`config.mk`:
```
export PLATFORM = sky130hd
export DESIGN_NAME = div_arbiter
export DESIGN_NICKNAME = d
export VERILOG_FILES = /design/src/rtl/div_arbiter.sv
export SDC_FILE = /design/constraint.sdc
export NUM_CORES = 1
export LEC_CHECK = 0
export CAP_MARGIN = 15
export CORE_AREA = 2 2 290 292
export DETAILED_ROUTE_END_ITERATION = 10
export DIE_AREA = 0 0 292 294
export GPL_TIMING_DRIVEN = 0
export PLACE_DENSITY = 0.42
export SLEW_MARGIN = 40
export SYNTH_ARGS = -nofsm -noshare
export SYNTH_HDL_FRONTEND = slang
export SYNTH_SLANG_ARGS = --single-unit
```
`constraint.sdc`:
```
create_clock -name clk -period 3.8 [get_ports clk]
set_input_delay 0.76 -clock clk [delete_from_list [all_inputs] [get_ports clk]]
set_output_delay 0.76 -clock clk [all_outputs]
set_load 0.05 [all_outputs]
```
`src/rtl/div_arbiter.sv`:
```
// div_arbiter: round-robin arbiter that lets NUM_REQ requesters share one
// sequential divider. It picks a requester, registers its operands, pulses
// the divider start, waits for div_ready (bounded by TIMEOUT cycles) and
// returns the quotient to the owner with a one-cycle done pulse.
//
// Ports
//   clk            sole clock, rising edge
//   reset          synchronous, active-low reset
//   req            per-requester level request
//   dividendo_in   packed dividends, slice i = [i*BITS +: BITS]
//   divisor_in     packed divisors, same packing
//   grant          one-hot owner of the divider, zero when idle
//   done           one-cycle completion pulse to the owner
//   result         quotient, held until the next done
//   err            high with done when the quotient was forced (x/0 or timeout)
//   div_dividendo  registered dividend to the divider
//   div_divisor    registered divisor to the divider
//   div_reset      active-high one-cycle start pulse to the divider
//   div_result     divider quotient
//   div_ready      divider completion flag
module div_arbiter #(
  parameter int NUM_REQ = 4,
  parameter int BITS    = 60,
  parameter int TIMEOUT = 255
) (
  input  logic                    clk,
  input  logic                    reset,
  input  logic [NUM_REQ-1:0]      req,
  input  logic [NUM_REQ*BITS-1:0] dividendo_in,
  input  logic [NUM_REQ*BITS-1:0] divisor_in,
  output logic [NUM_REQ-1:0]      grant,
  output logic [NUM_REQ-1:0]      done,
  output logic [BITS-1:0]         result,
  output logic                    err,
  output logic [BITS-1:0]         div_dividendo,
  output logic [BITS-1:0]         div_divisor,
  output logic                    div_reset,
  input  logic [BITS-1:0]         div_result,
  input  logic                    div_ready
);

  localparam int IDX_W = (NUM_REQ > 1) ? $clog2(NUM_REQ) : 1;
  localparam int CNT_W = (TIMEOUT > 1) ? $clog2(TIMEOUT + 1) : 1;
  localparam logic [CNT_W-1:0] CNT_LAST = CNT_W'(TIMEOUT - 1);
  localparam logic [IDX_W-1:0] IDX_LAST = IDX_W'(NUM_REQ - 1);

  typedef enum logic [1:0] {
    IDLE     = 2'd0,
    LAUNCH   = 2'd1,
    WAIT_DIV = 2'd2,
    RESPOND  = 2'd3
  } state_e;

  state_e               state_q, state_d;
  logic [IDX_W-1:0]     winner_q, winner_d;
  logic [IDX_W-1:0]     rr_ptr_q, rr_ptr_d;
  logic [CNT_W-1:0]     cnt_q, cnt_d;
  logic                 zero_q, zero_d;
  logic [NUM_REQ-1:0]   grant_q, grant_d;
  logic [NUM_REQ-1:0]   done_q, done_d;
  logic [BITS-1:0]      result_q, result_d;
  logic                 err_q, err_d;
  logic                 div_reset_q, div_reset_d;
  logic [BITS-1:0]      dvd_q, dvd_d;
  logic [BITS-1:0]      dvs_q, dvs_d;

  logic [BITS-1:0]      dvd_s [NUM_REQ];
  logic [BITS-1:0]      dvs_s [NUM_REQ];
  logic [IDX_W-1:0]     pick_s;
  logic [IDX_W-1:0]     cand_s;
  logic                 pick_vld_s;

  for (genvar g = 0; g < NUM_REQ; g++) begin : g_unpack
    assign dvd_s[g] = dividendo_in[g*BITS +: BITS];
    assign dvs_s[g] = divisor_in[g*BITS +: BITS];
  end

  // Round-robin search: first requester at or above rr_ptr, wrapping to 0.
  always_comb begin
    pick_vld_s = 1'b0;
    pick_s     = rr_ptr_q;
    cand_s     = rr_ptr_q;
    for (int k = 0; k < NUM_REQ; k++) begin
      cand_s     = IDX_W'((int'(rr_ptr_q) + k) % NUM_REQ);
      pick_s     = (req[cand_s] && !pick_vld_s) ? cand_s : pick_s;
      pick_vld_s = pick_vld_s | req[cand_s];
    end
  end

  // Next-state and registered-output logic of the arbitration FSM.
  always_comb begin
    state_d     = state_q;
    winner_d    = winner_q;
    rr_ptr_d    = rr_ptr_q;
    cnt_d       = cnt_q;
    zero_d      = zero_q;
    grant_d     = grant_q;
    done_d      = '0;
    result_d    = result_q;
    err_d       = 1'b0;
    div_reset_d = 1'b0;
    dvd_d       = dvd_q;
    dvs_d       = dvs_q;
    case (state_q)
      IDLE: begin
        if (pick_vld_s) begin
          winner_d    = pick_s;
          grant_d     = NUM_REQ'(1'b1) << pick_s;
          dvd_d       = dvd_s[pick_s];
          dvs_d       = dvs_s[pick_s];
          zero_d      = (dvs_s[pick_s] == '0);
          // The divider is never started for a zero divisor.
          div_reset_d = (dvs_s[pick_s] != '0);
          state_d     = LAUNCH;
        end else begin
          state_d = IDLE;
        end
      end
      LAUNCH: begin
        cnt_d = '0;
        // A zero divisor passes through LAUNCH without a start pulse so that
        // its done lands two cycles after the pick.
        if (zero_q) begin
          state_d  = RESPOND;
          done_d   = grant_q;
          result_d = '1;
          err_d    = 1'b1;
        end else begin
          state_d = WAIT_DIV;
        end
      end
      WAIT_DIV: begin
        // cnt_q == 0 marks the first WAIT_DIV cycle, where div_ready is stale.
        if ((cnt_q != '0) && div_ready) begin
          state_d  = RESPOND;
          done_d   = grant_q;
          result_d = div_result;
          err_d    = 1'b0;
        end else if (cnt_q == CNT_LAST) begin
          state_d  = RESPOND;
          done_d   = grant_q;
          result_d = '1;
          err_d    = 1'b1;
        end else begin
          cnt_d = cnt_q + CNT_W'(1'b1);
        end
      end
      RESPOND: begin
        grant_d  = '0;
        rr_ptr_d = (winner_q == IDX_LAST) ? '0 : winner_q + IDX_W'(1'b1);
        state_d  = IDLE;
      end
      default: begin
        grant_d = '0;
        state_d = IDLE;
      end
    endcase
  end

  // State and output registers with synchronous active-low reset.
  always_ff @(posedge clk) begin
    if (!reset) begin
      state_q     <= IDLE;
      winner_q    <= '0;
      rr_ptr_q    <= '0;
      cnt_q       <= '0;
      zero_q      <= 1'b0;
      grant_q     <= '0;
      done_q      <= '0;
      result_q    <= '0;
      err_q       <= 1'b0;
      div_reset_q <= 1'b0;
      dvd_q       <= '0;
      dvs_q       <= '0;
    end else begin
      state_q     <= state_d;
      winner_q    <= winner_d;
      rr_ptr_q    <= rr_ptr_d;
      cnt_q       <= cnt_d;
      zero_q      <= zero_d;
      grant_q     <= grant_d;
      done_q      <= done_d;
      result_q    <= result_d;
      err_q       <= err_d;
      div_reset_q <= div_reset_d;
      dvd_q       <= dvd_d;
      dvs_q       <= dvs_d;
    end
  end

  assign grant         = grant_q;
  assign done          = done_q;
  assign result        = result_q;
  assign err           = err_q;
  assign div_reset     = div_reset_q;
  assign div_dividendo = dvd_q;
  assign div_divisor   = dvs_q;

endmodule

```
==> results.cfg <==
[worst_setup_path]
critPathRequiredTime_ns = 4.33
reg2reg_slack_ns = 0.27
timing.rr.start = rr_ptr_q[1]
worstReg2RegEnd = zero_q
r2r_cells = 11
start_kind = input pin
crit_fanout = 10
end_kind = flip-flop
critPathKind = in2reg
crit_arrival_ns = 4.30

[floorplanning]
num_io_pins = 737
start_util = 0.134
die_height_um = 294
dieArea_um2 = 85800
core.rowCount = 106
coreArea_um2 = 82900
dieWidth_um = 292

[worst_hold_path]
holdCritStartpoint = div_dividendo[29]
hold_path_end = div_dividendo[29]
hold_class = reg2reg
hold_depth = 2

[synth]
async_reset_ff_frac = 0
yosys_register_bits = 205
synthCells = 1575
syn_nets = 2130
ys_seq_area_frac = 0.369
synth_warnings = 0
syn_area_um2 = 11100
synth_cell_types = 42
synth.avg_cell_area_um2 = 7.06
synth_enable_flop_cells = 0
synth_ff_type = dfxtp_1

[detailed_routing]
vias_per_cell = 4.35
drc = 0
routedWlPerCell_um = 23.6
vias = 15100
detail-route-antenna-nets = 0
wl_um = 81500
drt_pre_antenna_iters = 5
first_iter_violations = 939

[global_route]
grt_start_max_net_pins = 16
track_usage = 0.180
antenna_found_initial = 16
grt_pass1_wl_um = 112000
grt_pass1_vias = 15500
grt-ovfl-total = 0

[timing]
min_period_ns = 3.77
clock_skew_ns = 0.0139
hold_viol = 0
fmax_mhz = 265
slew_headroom = 0.449
drv_slew = 0
holdWs_ns = 0.451
final-setup-viol-count = 0
fin_crit_sh = 0.992
tightestPinTransition_ns = 0.826

[clocking]
cts_max_path_buffers = 3
cts_tree = yes
cts.sink_count = 205
clkTransAtPathRegs_ns = 0.06
clk_latency_ns = 0.59
ctsRootBufferMaster = clkbuf_16
cts.htree.levels = 1
cts_buffers = 30
cts_hold_buffers = 0

[finish]
fin_nets = 2903
layout-drive-gt1-share = 0.0814
syn2layout_area_growth_pct = 90.3
utilization = 0.255

[power]
p_per_area_nw_per_um2 = 669
p_leak_nw = 8.03
ir_drop_mv = 0.331

[place]
place_congestion = 0.938
port_buffers = 736
dp_hpwl_um = 67200

[run]
cap_viol_max_count = 0

[status]
status = complete, no violations
[layout by cell type (no fill, tap or decap), types with 14 or more instances in the layout]
cell             instances
buf_2                   14
a211oi_1                57
clkbuf_1                89
nand2_1                481
dfxtp_1                205
mux2i_1                 15
and3_1                  65
a21oi_1                179
clkbuf_2                25
nor2_1                  51
o22ai_1                 15
nand3_1                186
o221a_2                 61
clkbuf_16               30
a22oi_1                 20
clkdlybuf4s50_1        733
[cell type report]
| cell class | instances | area [µm²] |
|---|---|---|
| Antenna cell | 9 | 22.5 |
| Clock inverter | 17 | 235 |
| Multi-Input combinational cell | 1215 | 6480 |
| Fill cell | 9059 | 61700 |
| Buffer | 147 | 679 |
| Timing Repair Buffer | 742 | 7430 |
| Sequential cell | 205 | 4100 |
| Tap cell | 1080 | 1350 |
| Inverter | 7 | 26.3 |
| Clock buffer | 39 | 835 |
[Yosys cell counts, drive strengths merged (6+ instances only)]
| cell type | number | area [µm²] |
|---|---|---|
| o21ai | 6 | 30.0 |
| nand2 | 481 | 1810 |
| and3 | 65 | 407 |
| buf | 32 | 181 |
| nor2 | 51 | 191 |
| o22ai | 16 | 100 |
| ha | 8 | 100 |
| o221a | 61 | 687 |
| and2 | 6 | 37.5 |
| clkbuf | 116 | 435 |
| a211oi | 64 | 480 |
| dfxtp | 205 | 4100 |
| a21oi | 179 | 896 |
| inv | 6 | 22.5 |
| a22oi | 24 | 180 |
| nand3 | 186 | 931 |
| nor4 | 12 | 81.3 |
| mux2i | 15 | 150 |
[critical path, stage by stage]
cell and delay, ns:
clkdlybuf4s50_1 0.50, a211o_2 0.33, o21a_1 0.14, clkbuf_1 0.17, clkbuf_2 0.36, a211oi_1 0.50, o22ai_1 0.17, nor4_2 0.50
nand4_1 0.26, o31ai_4 0.38, o211a_1 0.19
[routing by layer]
metal | GRT usage | wire length, µm | up-vias
met5 | 0 | 29 | -
met4 | 0.0644 | 2760 | 6
met3 | 0.0579 | 7090 | 125
met2 | 0.299 | 38300 | 684
met1 | 0.216 | 33400 | 7124
li1 | - | - | 7119
[kinds of logic after synthesis]
logic type / count (synthesis) / synth area share
xor+xnor: 4 / 0.00315
mux: 15 / 0.0135
compound gates: 363 / 0.223
buf+inv: 155 / 0.0578
fa+ha+maj: 8 / 0.00900
flops: 205 / 0.369
simple gates: 825 / 0.325
[stage by stage]
step / setup slack (ns) / power (mW) / instance area, µm² / TNS (ns) / std cells
after global placement: -2.34 / 11.1 / 19800 / -192.56 / 3391
after detailed placement: -1.48 / 11.2 / 19900 / -92.20 / 3395
after global routing: -0.0304 / 14.9 / 21200 / -0.0304 / 3459
final: 0.0290 / 14.2 / 21200 / 0 / 3461
after floorplan: 0.834 / 7.69 / 11100 / 0 / 1575
after CTS: 0.0402 / 14.4 / 21100 / 0 / 3450
[power breakdown]
part           leakage [nW]  internal [mW]  switching (mW)
Clock                 0.517           1.88            1.16
Sequential             1.69           2.83           0.378
Combinational          5.83           2.64            5.27
Total                  8.03           7.35            6.81
[worst max-delay path by stage]
stage                     slack, ns           endpoint  cells past startpoint    from
final                          0.03             zero_q                     11  req[1]
after CTS                      0.04             zero_q                     13  req[1]
after detailed placement      -1.48  div_dividendo[50]                     13  req[2]
after global placement        -2.34  div_dividendo[50]                     12  req[2]
after floorplan                0.83             zero_q                     11  req[0]
after global routing          -0.03             zero_q                     11  req[1]
[sequential cells by signal (all words and copies together) (netlist names), 4 cells and up]
register,cells
grant,4
done,4
div_dividendo,60
div_divisor,60
cnt_q,8
result,60
[repair_timing]
| item | in CTS | in global routing |
|---|---|---|
| gates cloned | 0 | 0 |
| gates resized for setup | 32 | 9 |
| setup endpoints to repair | 67 | 3 |
| pin swaps | 4 | 2 |
| setup buffers | 0 | 2 |
No activity file was read; power rests on OpenSTA's default activity.
